==> config.mk <==
export PLATFORM = sky130hd
export DESIGN_NAME = hazard_scoreboard_flat
export DESIGN_NICKNAME = d
export VERILOG_FILES = /design/src/rtl/hazard_scoreboard_if.sv /design/src/rtl/hazard_scoreboard.sv /design/src/flat_wrapper.sv
export SDC_FILE = /design/constraint.sdc
export NUM_CORES = 1
export LEC_CHECK = 0
export ABC_AREA = 1
export BUFFER_PORTS_ARGS = -buffer_cell sky130_fd_sc_hd__clkbuf_2
export CORE_MARGIN = 2
export CORE_UTILIZATION = 57
export CTS_BUF_LIST = sky130_fd_sc_hd__clkbuf_2
export CTS_CLUSTER_DIAMETER = 200
export DETAILED_ROUTE_END_ITERATION = 8
export PLACE_DENSITY = 0.79
export SLEW_MARGIN = 20
export SYNTH_ARGS = -nofsm -noshare
export SYNTH_HDL_FRONTEND = slang
export SYNTH_SLANG_ARGS = --single-unit
==> constraint.sdc <==
create_clock -name clk -period 2.4 [get_ports clk]
set_clock_uncertainty 0.15 [all_clocks]
set_input_delay 0.48 -clock clk [delete_from_list [all_inputs] [get_ports clk]]
set_output_delay 0.48 -clock clk [all_outputs]
set_load 0.005 [all_outputs]
==> src/rtl/hazard_scoreboard_if.sv <==
// ID-stage hazard scoreboard bundle.
// The master is the ID stage and the slave is the scoreboard.
interface hazard_scoreboard_if #(
    parameter int STALL_CNT_W = 16
);
    logic                   fwd_en;
    logic                   id_valid;
    logic [4:0]             id_src1;
    logic [4:0]             id_src2;
    logic                   id_use_src2;
    logic [4:0]             id_dest;
    logic                   id_WB_en;
    logic                   id_MEM_R_en;
    logic                   id_Br_taken;
    logic                   hazard_detected;
    logic                   freeze;
    logic                   flush;
    logic [STALL_CNT_W-1:0] stall_count;

    modport master (
        output fwd_en, id_valid, id_src1, id_src2, id_use_src2,
        output id_dest, id_WB_en, id_MEM_R_en, id_Br_taken,
        input  hazard_detected, freeze, flush, stall_count
    );

    modport slave (
        input  fwd_en, id_valid, id_src1, id_src2, id_use_src2,
        input  id_dest, id_WB_en, id_MEM_R_en, id_Br_taken,
        output hazard_detected, freeze, flush, stall_count
    );
endinterface

==> src/rtl/hazard_scoreboard.sv <==
// ID-stage RAW scoreboard: a per-register countdown of in-flight writes.
// It produces the stall, freeze and flush signals and a saturating stall counter.
module hazard_scoreboard #(
    parameter int WB_LATENCY  = 3,
    parameter int CNT_W       = 2,
    parameter int STALL_CNT_W = 16
) (
    input logic                clk,
    input logic                rst,
    hazard_scoreboard_if.slave sb
);
    logic [CNT_W-1:0]       pend [32];
    logic [STALL_CNT_W-1:0] stall_q;
    logic                   src1_busy;
    logic                   src2_busy;
    logic                   hazard;
    logic                   issue;
    logic                   do_load;
    logic [CNT_W-1:0]       load_val;

    // Entry 0 is held at zero, so r0 never reports busy.
    assign src1_busy = (sb.id_src1 != 5'd0) && (pend[sb.id_src1] != '0);
    assign src2_busy = sb.id_use_src2 && (sb.id_src2 != 5'd0)
                       && (pend[sb.id_src2] != '0);
    assign hazard    = sb.id_valid && (src1_busy || src2_busy);
    assign issue     = sb.id_valid && !hazard;

    // With forwarding, only a load leaves a result that cannot be bypassed.
    assign do_load  = issue && sb.id_WB_en && (sb.id_dest != 5'd0)
                      && (!sb.fwd_en || sb.id_MEM_R_en);
    assign load_val = sb.fwd_en ? CNT_W'(1) : CNT_W'(WB_LATENCY - 1);

    always_ff @(posedge clk) begin
        for (int i = 0; i < 32; i++) begin
            if (!rst || i == 0)
                pend[i] <= '0;
            else if (do_load && sb.id_dest == 5'(i))
                pend[i] <= load_val;
            else if (pend[i] != '0)
                pend[i] <= pend[i] - CNT_W'(1);
        end
    end

    always_ff @(posedge clk) begin
        if (!rst)
            stall_q <= '0;
        else if (hazard && stall_q != '1)
            stall_q <= stall_q + STALL_CNT_W'(1);
    end

    assign sb.hazard_detected = hazard;
    assign sb.freeze          = hazard;
    assign sb.flush           = sb.id_Br_taken && issue;
    assign sb.stall_count     = stall_q;
endmodule

==> src/flat_wrapper.sv <==
// flat-port wrapper written by rule: the top's interface ports become plain ports
module hazard_scoreboard_flat 
#(
    parameter int WB_LATENCY  = 3,
    parameter int CNT_W       = 2,
    parameter int STALL_CNT_W = 16
)
  (clk, rst, sb_fwd_en, sb_id_valid, sb_id_src1, sb_id_src2, sb_id_use_src2, sb_id_dest, sb_id_WB_en, sb_id_MEM_R_en, sb_id_Br_taken, sb_hazard_detected, sb_freeze, sb_flush, sb_stall_count);
  hazard_scoreboard_if #(.STALL_CNT_W(STALL_CNT_W)) sb_i ();
  input logic clk;
  input logic rst;
  input wire logic [$bits(sb_i.fwd_en)-1:0] sb_fwd_en;
  input wire logic [$bits(sb_i.id_valid)-1:0] sb_id_valid;
  input wire logic [$bits(sb_i.id_src1)-1:0] sb_id_src1;
  input wire logic [$bits(sb_i.id_src2)-1:0] sb_id_src2;
  input wire logic [$bits(sb_i.id_use_src2)-1:0] sb_id_use_src2;
  input wire logic [$bits(sb_i.id_dest)-1:0] sb_id_dest;
  input wire logic [$bits(sb_i.id_WB_en)-1:0] sb_id_WB_en;
  input wire logic [$bits(sb_i.id_MEM_R_en)-1:0] sb_id_MEM_R_en;
  input wire logic [$bits(sb_i.id_Br_taken)-1:0] sb_id_Br_taken;
  output wire logic [$bits(sb_i.hazard_detected)-1:0] sb_hazard_detected;
  output wire logic [$bits(sb_i.freeze)-1:0] sb_freeze;
  output wire logic [$bits(sb_i.flush)-1:0] sb_flush;
  output wire logic [$bits(sb_i.stall_count)-1:0] sb_stall_count;
  assign sb_i.fwd_en = sb_fwd_en;
  assign sb_i.id_valid = sb_id_valid;
  assign sb_i.id_src1 = sb_id_src1;
  assign sb_i.id_src2 = sb_id_src2;
  assign sb_i.id_use_src2 = sb_id_use_src2;
  assign sb_i.id_dest = sb_id_dest;
  assign sb_i.id_WB_en = sb_id_WB_en;
  assign sb_i.id_MEM_R_en = sb_id_MEM_R_en;
  assign sb_i.id_Br_taken = sb_id_Br_taken;
  assign sb_hazard_detected = sb_i.hazard_detected;
  assign sb_freeze = sb_i.freeze;
  assign sb_flush = sb_i.flush;
  assign sb_stall_count = sb_i.stall_count;
  hazard_scoreboard #(.WB_LATENCY(WB_LATENCY), .CNT_W(CNT_W), .STALL_CNT_W(STALL_CNT_W)) u_core (.clk(clk), .rst(rst), .sb(sb_i));
endmodule
---- Word level (Yosys, flattened, before mapping) ----
Memory sizes are Yosys's and may differ from the RTL's.
Index checks and enable logic that the tools add are counted.
storage, ports and cells
  register bits after elaboration ......... 16
  latch bits .............................. 0
  memory bits (writable) .................. 64
  ROM bits ................................ 0
  memories ................................ 1
cells by class
  $add $sub $neg .......................... 32
  multipliers ............................. 0
  divide/modulo/power cells ............... 0
  magnitude comparators ................... 0
  equality and inequality tests ........... 32
  shift-type cells ........................ 0
  muxes and demuxes ....................... 281
  bitwise logic cells ..................... 62
  reductions and logical operators ........ 81
memory list
  memory       depth  bits a word  read ports  clocked after Yosys merged registers in  wr ports  line                     source
  u_core.pend  32     2            33          0                                        32        hazard_scoreboard.sv:12  logic [CNT_W-1:0] pend [32];
operators by type and width
  cell                                                  number
  2-to-1 mux 1 bit                                      218
  2-to-1 mux 2 bit                                      63
  equality test 5 bit (second input constant)           16
  nonzero test 2 bit                                    33
  OR 1 bit                                              62
  subtractor 2 x 1 -> 2 bit (second input constant)     31
  logical AND 1 bit                                     41
  equality test 5 x 4 -> 1 bit (second input constant)  8
  equality test 5 x 3 -> 1 bit (second input constant)  4
  adder 16 x 1 -> 16 bit (second input constant)        1
  != test 16 bit (second input constant)                1
  nonzero test 5 bit                                    3
  equality test 5 x 2 -> 1 bit (second input constant)  2
  equality test 5 x 1 -> 1 bit (second input constant)  1
  logical NOT 1 bit                                     2
  logical OR 1 bit                                      2

---- Logic depth before layout (Yosys ltp) ----
  depth in word-level cells ............... 16
  depth in mapped cells ................... 17

---- Worst setup path after synthesis ----
No wires, ideal clock.
  kind .................................... input -> output
  start point ............................. input port sb_id_src1[0]
  end point ............................... output port sb_hazard_detected
  data arrival time ....................... 1,868 ps
  slack ................................... -98 ps
  stages .................................. 12
  cell sequence ........................... buf_4 > inv_2 > nand2_1 > o21ai_0 > nor2_1 > nand2_1 > nand3_1 > nand3_1 > nand2_2 > a21boi_4 > buf_2 > buf_4
on the way
  longest elaborated chain between the ends .. 5
  elaborated cells on any way between the ends .. 6
  classes of those cells .................. reduce/logical (5); memory (1)
ends and longest elaborated chain
  what                      line                     source
  start, declared           flat_wrapper.sv:14       input wire logic [$bits(sb_i.id_src1)-1:0] sb_id_src1;
  memory read (32 x 2 bit)  --
  nonzero test 2 bit        hazard_scoreboard.sv:22  assign src1_busy = (sb.id_src1 != 5'd0) && (pend[sb.id_src1] != '0);
  logical AND 1 bit *       hazard_scoreboard.sv:22
  logical OR 1 bit *        hazard_scoreboard.sv:25  assign hazard = sb.id_valid && (src1_busy || src2_busy);
  logical AND 1 bit *       hazard_scoreboard.sv:25
  end, declared             flat_wrapper.sv:21       output wire logic [$bits(sb_i.hazard_detected)-1:0] sb_hazard_detected;
Mark *: on every way between the ends. The rest lies on a longest branch, timed or not.

==> results.sh <==
export IMPL_grt_overflow=0
export IMPL_synth_distinct_cells=31
export IMPL_nets=1063
export IMPL_tightestPinTransition_ns=0.750
export IMPL_ys_warn_count=0
export IMPL_ioPinCount=42
export IMPL_period_needed_ns=2.98
export IMPL_vias=6530
export IMPL_layout_common_cells="nand2_1, inv_1, nor2_1"
export IMPL_wl_um=19300
export IMPL_critPathCaptureType="primary output"
export IMPL_timing_final_hold_violations=0
export IMPL_antenna_cells=0
export IMPL_power_leakage_uw=0.00398
export IMPL_cts_tree="yes"
export IMPL_slowest_stage="edfxtp_1"
export IMPL_start_kind="register"
export IMPL_cp_top_family="simple AND/OR/NAND/NOR gates"
export IMPL_die_h_um=107
export IMPL_violations="setup timing"
export IMPL_clock_latency_ns=0.58
export IMPL_die_x_um=107
export IMPL_holdWs_ns=0.111
export IMPL_root_buffer="clkbuf_2"
export IMPL_holdCritPathClass="in2reg"
export IMPL_start_util=0.588
export IMPL_ir_worst_vdd_mv=0.528
export IMPL_cp_num_buf_inv=3
export IMPL_maxSlewViolCount=0
export IMPL_synth_area_sq_mm=0.00607
export IMPL_dp_slack_ns=-0.308
export IMPL_drtIter0Drc=711
export IMPL_postSynthCellCount=931
export IMPL_clk_pin_slew_ns=0.23
export IMPL_ys_ff_latch=78
export IMPL_die_area_sq_mm=0.0115
export IMPL_portBuffers=41
export IMPL_dp_hpwl_um=11400
export IMPL_drive_gt1_frac=0.299
export IMPL_syn_area_per_cell_sq_um=6.52
export IMPL_cp_max_fo=4
export IMPL_clock_sinks=78
export IMPL_worst_ep_arrival_time_ns=2.35
export IMPL_crit_path_cell_trace="nor2_2, buf_4, a21oi_2, nand3_2, nand3_2, nand2_2, nand2_2, nand3_4, buf_6, a21boi_4, buf_2"
export IMPL_drt_pre_antenna_iters=5
export IMPL_setup_viol=141
export IMPL_area_growth_pct=34.3
export IMPL_worst_slack_ns=-0.576
export IMPL_status="finished, violations left"
export IMPL_rsz0062_at_grt="true"
export IMPL_fillers=714
export IMPL_synthesis_nets=986
export IMPL_cts_hold_buffers=0
export IMPL_setup_worst_path_class="reg2out"
export IMPL_grt_antenna_before_repair=0
export IMPL_gp_congestion=0.986
export IMPL_wl_per_cell_um=16.8
export IMPL_critical_path_max_stage_delay_ns=0.42
export IMPL_yosysSeqAreaShare=0.359
export IMPL_fmax_mhz=336
export IMPL_relSlewSlack=0.496
export IMPL_grt_use_total=0.317
export IMPL_grt_max_degree=36
export IMPL_max_cap_violations=0
export IMPL_final_period_utilization=1.24
export IMPL_grt_pass1_vias=6101
export IMPL_h_tree_depth=3
export IMPL_grt_pass1_wl_um=28300
export IMPL_powerDensity_mw_per_mm2=834
export IMPL_antenna_left=0
export IMPL_core_sq_mm=0.0103
export IMPL_vias_per_cell=5.68
export IMPL_clock_path_buffers=2
export IMPL_std_cell_rows=37
export IMPL_final_common_cell="nand2_1"
export IMPL_cts_buffers=9
export IMPL_drc=0
export IMPL_required_ns=1.77
## layout make-up
class                      instances  area, sq um  share of cell area
sequential                        78         2180               0.268
tap                              136          170              0.0209
inverter                         174          656              0.0804
timing repair buffer              95          827               0.101
clock inverter                     7          113              0.0138
clock buffer                       9         45.0             0.00552
multi-input combinational        650         4160               0.510
## power breakdown
| part | internal [uW] | switching, uW |
|---|---|---|
| registers | 2100 | 252 |
| logic | 1280 | 2230 |
| clock network | 443 | 498 |
## per-layer routing
metal  vias up  share of wire  track usage
met4         0          0.050        0.173
li1       3090              -            -
met2       356           0.48        0.527
met1      2998           0.38        0.386
met3        86          0.087       0.0608
met5         -              0            0
## tightest hold or removal path, delay by kind of cell
family / cells / cell delay, ns
simple gates: 2 / 0.14
buf+inv: 1 / 0.21
## repair_timing
item	CTS	global route
buffers inserted	16	9
endpoints found under the setup margin	115	142
gates resized for setup	143	158
cloned	6	0
pin swaps	76	104
## cell families (layout without fill, tap and decap cells)
group / after synthesis / in the layout / share of synthesized area
xor+xnor: 9 / 9 / 0.0130
buf+inv: 203 / 285 / 0.130
flops: 78 / 78 / 0.359
compound gates: 68 / 68 / 0.0596
simple gates: 541 / 541 / 0.372
fa+ha+maj: 32 / 32 / 0.0660
## path summary, 6_finish.rpt
check / startpoint / endpoint / slack [ns] / depth (start not counted)
setup / recovery: u_core.pend[23][0] / sb_freeze / -0.58 / 11
hold / removal: rst / u_core.sb.stall_count[4] / 0.11 / 3
setup reg to reg: u_core.pend[19][0] / u_core.pend[9][0] / -0.43 / 19
hold reg to reg: u_core.sb.stall_count[15] / u_core.sb.stall_count[15] / 0.36 / 2
## state kept, by name, indices dropped and copies added, names as in the netlist
name	count
u_core.pend	62
u_core.sb.stall_count	16
## cell usage after synthesis, drive strengths merged
cell type  count  area (sq um)
nand3        115           586
a21oi         49           245
nor3          17          85.1
o211ai         1          7.51
clkbuf        18          67.6
edfxtp        62          1860
buf           11          70.1
and2           1          6.26
nor2         127           494
or2            1          6.26
ha            32           400
clkinv         2          7.51
nand2        271          1020
nand3b         1          7.51
a21boi         1          18.8
xor2           5          43.8
dfxtp         16           320
o21ai         15          75.1
nor4           2          12.5
nand4          5          31.3
inv          172           646
and3b          1          8.76
xnor2          4          35.0
a31oi          1          6.26
o41ai          1          8.76
## through the flow
stage	area (sq um)	TNS (ns)	power, uW	cells	util
after floorplan	6080	0	4170	931	-
after global placement	6570	-31.06	4840	1109	0.637
after detailed placement	6570	-36.63	4960	1109	0.637
after CTS	7610	-40.49	6230	1147	0.737
after global routing	8150	-56.83	7240	1149	0.790
final	8150	-46.30	6800	1149	0.790
Note: power is estimated with default switching activity, not from simulation.
